## config.mk

```make
export PLATFORM = sky130hd
export DESIGN_NAME = param_sync_fifo
export DESIGN_NICKNAME = d
export VERILOG_FILES = /design/src/rtl/fifo_pkg.sv /design/src/rtl/fifo_dp_ram.sv /design/src/rtl/param_sync_fifo.sv
export SDC_FILE = /design/constraint.sdc
export NUM_CORES = 1
export LEC_CHECK = 0
export CORE_MARGIN = 4
export CORE_UTILIZATION = 30
export CTS_CLUSTER_DIAMETER = 50
export CTS_CLUSTER_SIZE = 14
export DETAILED_ROUTE_END_ITERATION = 6
export GPL_TIMING_DRIVEN = 0
export PLACE_DENSITY_LB_ADDON = 0.2
export SLEW_MARGIN = 20
export SYNTH_ARGS = -nofsm -noshare
export SYNTH_HDL_FRONTEND = slang
export SYNTH_SLANG_ARGS = --single-unit
```

## constraint.sdc

```tcl
create_clock -name clk -period 2.45 [get_ports clk]
set_input_delay 0.49 -clock clk [delete_from_list [all_inputs] [get_ports clk]]
set_output_delay 0.49 -clock clk [all_outputs]
set_load 0.02 [all_outputs]
```

## src/rtl/fifo_pkg.sv

```systemverilog
// fifo_pkg: shared FIFO defaults and read-mode constants.
package fifo_pkg;
  localparam int DEF_DATA_W = 4;
  localparam int DEF_ADDR_W = 3;
  localparam int FIFO_STD = 0;
  localparam int FIFO_FWFT = 1;
endpackage

```

## src/rtl/fifo_dp_ram.sv

```systemverilog
// fifo_dp_ram: DEPTH x DATA_W storage, synchronous write, asynchronous read.
module fifo_dp_ram #(
  parameter int DATA_W = 4,
  parameter int ADDR_W = 3
) (
  input  logic              clk,
  input  logic              we,
  input  logic [ADDR_W-1:0] waddr,
  input  logic [DATA_W-1:0] wdata,
  input  logic [ADDR_W-1:0] raddr,
  output logic [DATA_W-1:0] rdata
);
  logic [DATA_W-1:0] mem [2**ADDR_W];
  always_ff @(posedge clk) if (we) mem[waddr] <= wdata;
  assign rdata = mem[raddr];
endmodule

```

## src/rtl/param_sync_fifo.sv

```systemverilog
// param_sync_fifo: single-clock FIFO with level flags, error pulses and selectable FWFT read.
module param_sync_fifo
  import fifo_pkg::*;
#(
  parameter int DATA_W    = DEF_DATA_W,
  parameter int ADDR_W    = DEF_ADDR_W,
  parameter int AF_THRESH = 6,
  parameter int AE_THRESH = 2,
  parameter int FWFT      = FIFO_STD
) (
  input  logic              clk,
  input  logic              rst,
  input  logic              wr_en,
  input  logic [DATA_W-1:0] data_in,
  input  logic              rd_en,
  output logic [DATA_W-1:0] data_out,
  output logic              rd_valid,
  output logic              full,
  output logic              empty,
  output logic              almost_full,
  output logic              almost_empty,
  output logic [ADDR_W:0]   count,
  output logic              overflow,
  output logic              underflow
);
  localparam logic [ADDR_W:0] AF = (ADDR_W+1)'(AF_THRESH);
  localparam logic [ADDR_W:0] AE = (ADDR_W+1)'(AE_THRESH);
  localparam bit IS_FWFT = (FWFT == FIFO_FWFT);
  logic [ADDR_W:0]   wr_ptr, rd_ptr;
  logic [DATA_W-1:0] rd_word, data_q;
  logic              valid_q, wr_acc, rd_acc;
  assign full         = (wr_ptr[ADDR_W] != rd_ptr[ADDR_W]) && (wr_ptr[ADDR_W-1:0] == rd_ptr[ADDR_W-1:0]);
  assign empty        = wr_ptr == rd_ptr;
  assign count        = wr_ptr - rd_ptr;
  assign almost_full  = count >= AF;
  assign almost_empty = count <= AE;
  assign wr_acc       = wr_en && !full;
  assign rd_acc       = rd_en && !empty;
  fifo_dp_ram #(.DATA_W(DATA_W), .ADDR_W(ADDR_W)) u_ram (
    .clk   (clk),
    .we    (wr_acc),
    .waddr (wr_ptr[ADDR_W-1:0]),
    .wdata (data_in),
    .raddr (rd_ptr[ADDR_W-1:0]),
    .rdata (rd_word)
  );
  always_ff @(posedge clk or negedge rst) begin
    if (!rst) begin
      wr_ptr    <= '0;
      rd_ptr    <= '0;
      data_q    <= '0;
      valid_q   <= 1'b0;
      overflow  <= 1'b0;
      underflow <= 1'b0;
    end else begin
      wr_ptr    <= wr_ptr + (ADDR_W+1)'(wr_acc);
      rd_ptr    <= rd_ptr + (ADDR_W+1)'(rd_acc);
      overflow  <= wr_en && full;
      underflow <= rd_en && empty;
      valid_q   <= rd_acc;
      if (rd_acc) data_q <= rd_word;
    end
  end
  // FWFT gates the unreset memory word so data_out reads 0 while empty
  assign data_out = IS_FWFT ? (empty ? '0 : rd_word) : data_q;
  assign rd_valid = IS_FWFT ? !empty : valid_q;
endmodule

```

==> flow_summary.ini <==
[status]
outcome = complete, no violations

[synthesis]
synth_xor_area_frac = 0.0260
synth_adder_area_share = 0.0533
synth_edf_count = 32
synth_top_family_by_area = multiplexers
yosys-top-cells-area = edfxtp_1, dfrtp_1, mux2_2
synth-warning-count = 0
synth_mux_area_frac = 0.110
synth_top_area_frac = 0.476
yosysTopAreaCell = edfxtp_1
synth_nets = 149
mappedNetlistArea_sq_um = 2020
yosys_register_bits = 47
ys_types = 27
synth_compound_area_frac = 0.0459
synth_common_cells = edfxtp_1, dfrtp_1, mux2_2, nor2_1, mux2i_1
ys.flop_type = edfxtp_1
syn_inst = 133
ys_seq_area_frac = 0.662
synth-async-reset-ratio = 0.319
avgSynthCellArea_sq_um = 15.2
synth_most_common_cell = edfxtp_1
yosys.area_share.simple = 0.0738

[final_layout]
drive_above_1_share = 0.222
final_nets = 182
fill_cells = 613
diodes = 0
areaGrowthSynthToFinish_pct = 21.6

[floorplan]
core_area_sq_um = 6460
rows = 29
num_io_pins = 23
die_h_um = 90.0
fp.dieW_um = 90.0
fp.dieArea_sq_um = 8100
start_util = 0.312

[global_route]
antenna_found_initial = 0
grt_pass1_wl_um = 6350
grt-ovfl-total = 0
grt_pass1_vias = 1239
grt_max_degree = 16
grt_use_total = 0.102

[sta]
tns_ns = 0
rsz0062_at_grt = true
post-route-period-util = 0.985
maxSlewHeadroom = 0.519
layout_min_cycle_time_ns = 2.41
max_freq_mhz = 414
slew_violations = 0
worstMarginPinSlew_ns = 0.716
finalSetupViolations = 0
clock_skew_ns = 0.00686
fin_hold_ws_ns = 0.500
fin_ws_ns = 0.0368
final_hold_viol_count = 0

[min_path]
holdCritStartpoint = wr_ptr[3]
hold_path.class = register to register

[route]
drt_iter0_drc = 60
drc_errors = 0
wire_per_inst_um = 15.8
firstDrtPassIters = 4
drt_wl_total_um = 3850
vias = 1155
ant_nets = 0
viasPerCell = 4.73

[clock_tree]
cts_tree = yes
numCtsBuffers = 5
cts_root_buffer = clkbuf_8
clk_latency_ns = 0.30
cts_num_sinks = 47
htree_levels = 2
clk_pin_slew_ns = 0.08
cts_buffer_depth = 2

[power]
p_int_uw = 2090
p_leak_uw = 0.000946
p_total_uw = 3500
p_sw_uw = 1400
p_seq_frac = 0.337
p_per_area_nw_per_um2 = 1420
p_clk_frac = 0.133
swShare = 0.401
power_frac_comb = 0.531
irDropWorstVdd_v = 0.000787

[setup_path]
startpoint = rd_ptr[2]
cp-start-kind = register
critPathKind = register to register
worstPathArrival_ns = 2.35
cp_max_fo = 7
endpoint_kind = register
required_ns = 2.38
r2r-start = rd_ptr[2]

[place]
portBuffers = 22
dpl.hpwl_um = 2850
dpl_worst_slack_ns = -0.206
routabilityCongestion = 0.709

[run]
drv_cap = 0
==> timing repair <==
item | CTS | global route
cloned | 0 | 0
hold buffers | 0 | 0
buffers inserted | 2 | 2
setup endpoints to repair | 11 | 10
gates resized for setup | 22 | 4
endpoints found under the hold margin | 0 | 0
==> layout by cell type, fill, tap and decap left out, types with 2 or more instances in the layout <==
cell and instances:
nor2_1 10, clkinv_2 2, mux2i_1 8, ha_1 7
xnor2_1 2, dfrtp_1 13, clkbuf_8 5, mux2_2 10
edfxtp_1 32, mux2_4 2, buf_4 5, nand2_1 3
nand2b_1 3, inv_1 6, o22ai_1 4, o21ai_0 2
nor3_1 2, dfrtp_2 2, clkdlybuf4s50_1 15, and2_1 2
nand3_1 3, dlygate4sd2_1 3, nor2b_1 2, a221oi_1 4
xor2_1 3
==> area by class of cell <==
class / count / area, sq um / area share
Multi-Input combinational cell: 77 / 641 / 0.261
Clock inverter: 3 / 18.8 / 0.00765
Timing Repair Buffer: 26 / 234 / 0.0953
Clock buffer: 5 / 68.8 / 0.0280
Buffer: 2 / 31.3 / 0.0127
Inverter: 7 / 26.3 / 0.0107
Sequential cell: 47 / 1340 / 0.545
Tap cell: 77 / 96.3 / 0.0392
==> path summary, 6_finish.rpt <==
| path | to | slack (ns) | cells past startpoint |
|---|---|---|---|
| min | wr_ptr[3] | 0.50 | 1 |
| max in group asynchronous | rd_ptr[2] | 1.35 | 1 |
| min reg2reg | wr_ptr[3] | 0.50 | 1 |
| max reg2reg | u_ram.mem[0][1] | 0.04 | 6 |
| max | u_ram.mem[0][1] | 0.04 | 6 |
| min in group asynchronous | data_out[2] | 0.61 | 1 |
==> per-stage QoR <==
stage	instance area, sq um	utilization	std cells
2_1_floorplan	2020	-	133
3_5_place_dp	2330	0.361	232
3_3_place_gp	2330	0.361	232
5_1_grt	2450	0.380	244
4_1_cts	2440	0.377	242
6_report	2450	0.380	244
==> metal layers <==
layer / up-vias / GRT usage / wire length (um)
met5: - / 0 / 0
met4: 0 / 0.0383 / 62
met3: 5 / 0.0242 / 93
met2: 12 / 0.182 / 2010
met1: 586 / 0.117 / 1680
li1: 552 / - / -
==> cells by family (layout without fill, tap and decap cells) <==
logic type / Yosys count / after routing
DFF: 47 / 47
and+or+nand+nor: 29 / 29
muxes: 20 / 20
AOI/OAI and AO/OA: 14 / 14
buffers and inverters: 9 / 43
adders and majority gates: 8 / 8
xor gates and xnor gates: 6 / 6
==> state kept, by name (all words and copies together), names as in the netlist <==
name and flops:
data_out 4, overflow 1, rd_ptr 4, rd_valid 1, u_ram.mem 32, underflow 1
wr_ptr 4
==> power by group through the flow <==
stage	Combinational, uW	Sequential [uW]	Clock, uW
after detailed placement	1840	1220	0
after CTS	1820	1190	474
after global placement	1800	1220	0
final	1860	1180	464
after floorplan	1110	1250	0
after global routing	2050	1200	504
==> critical path: stages (launching register included) <==
cell	delay, ns
dfrtp_2	0.44
inv_1	0.06
ha_1	0.35
nand3_1	0.15
nor2b_2	0.09
or3b_4	0.40
nor3_1	0.57
(Power assumes the default switching activity.)
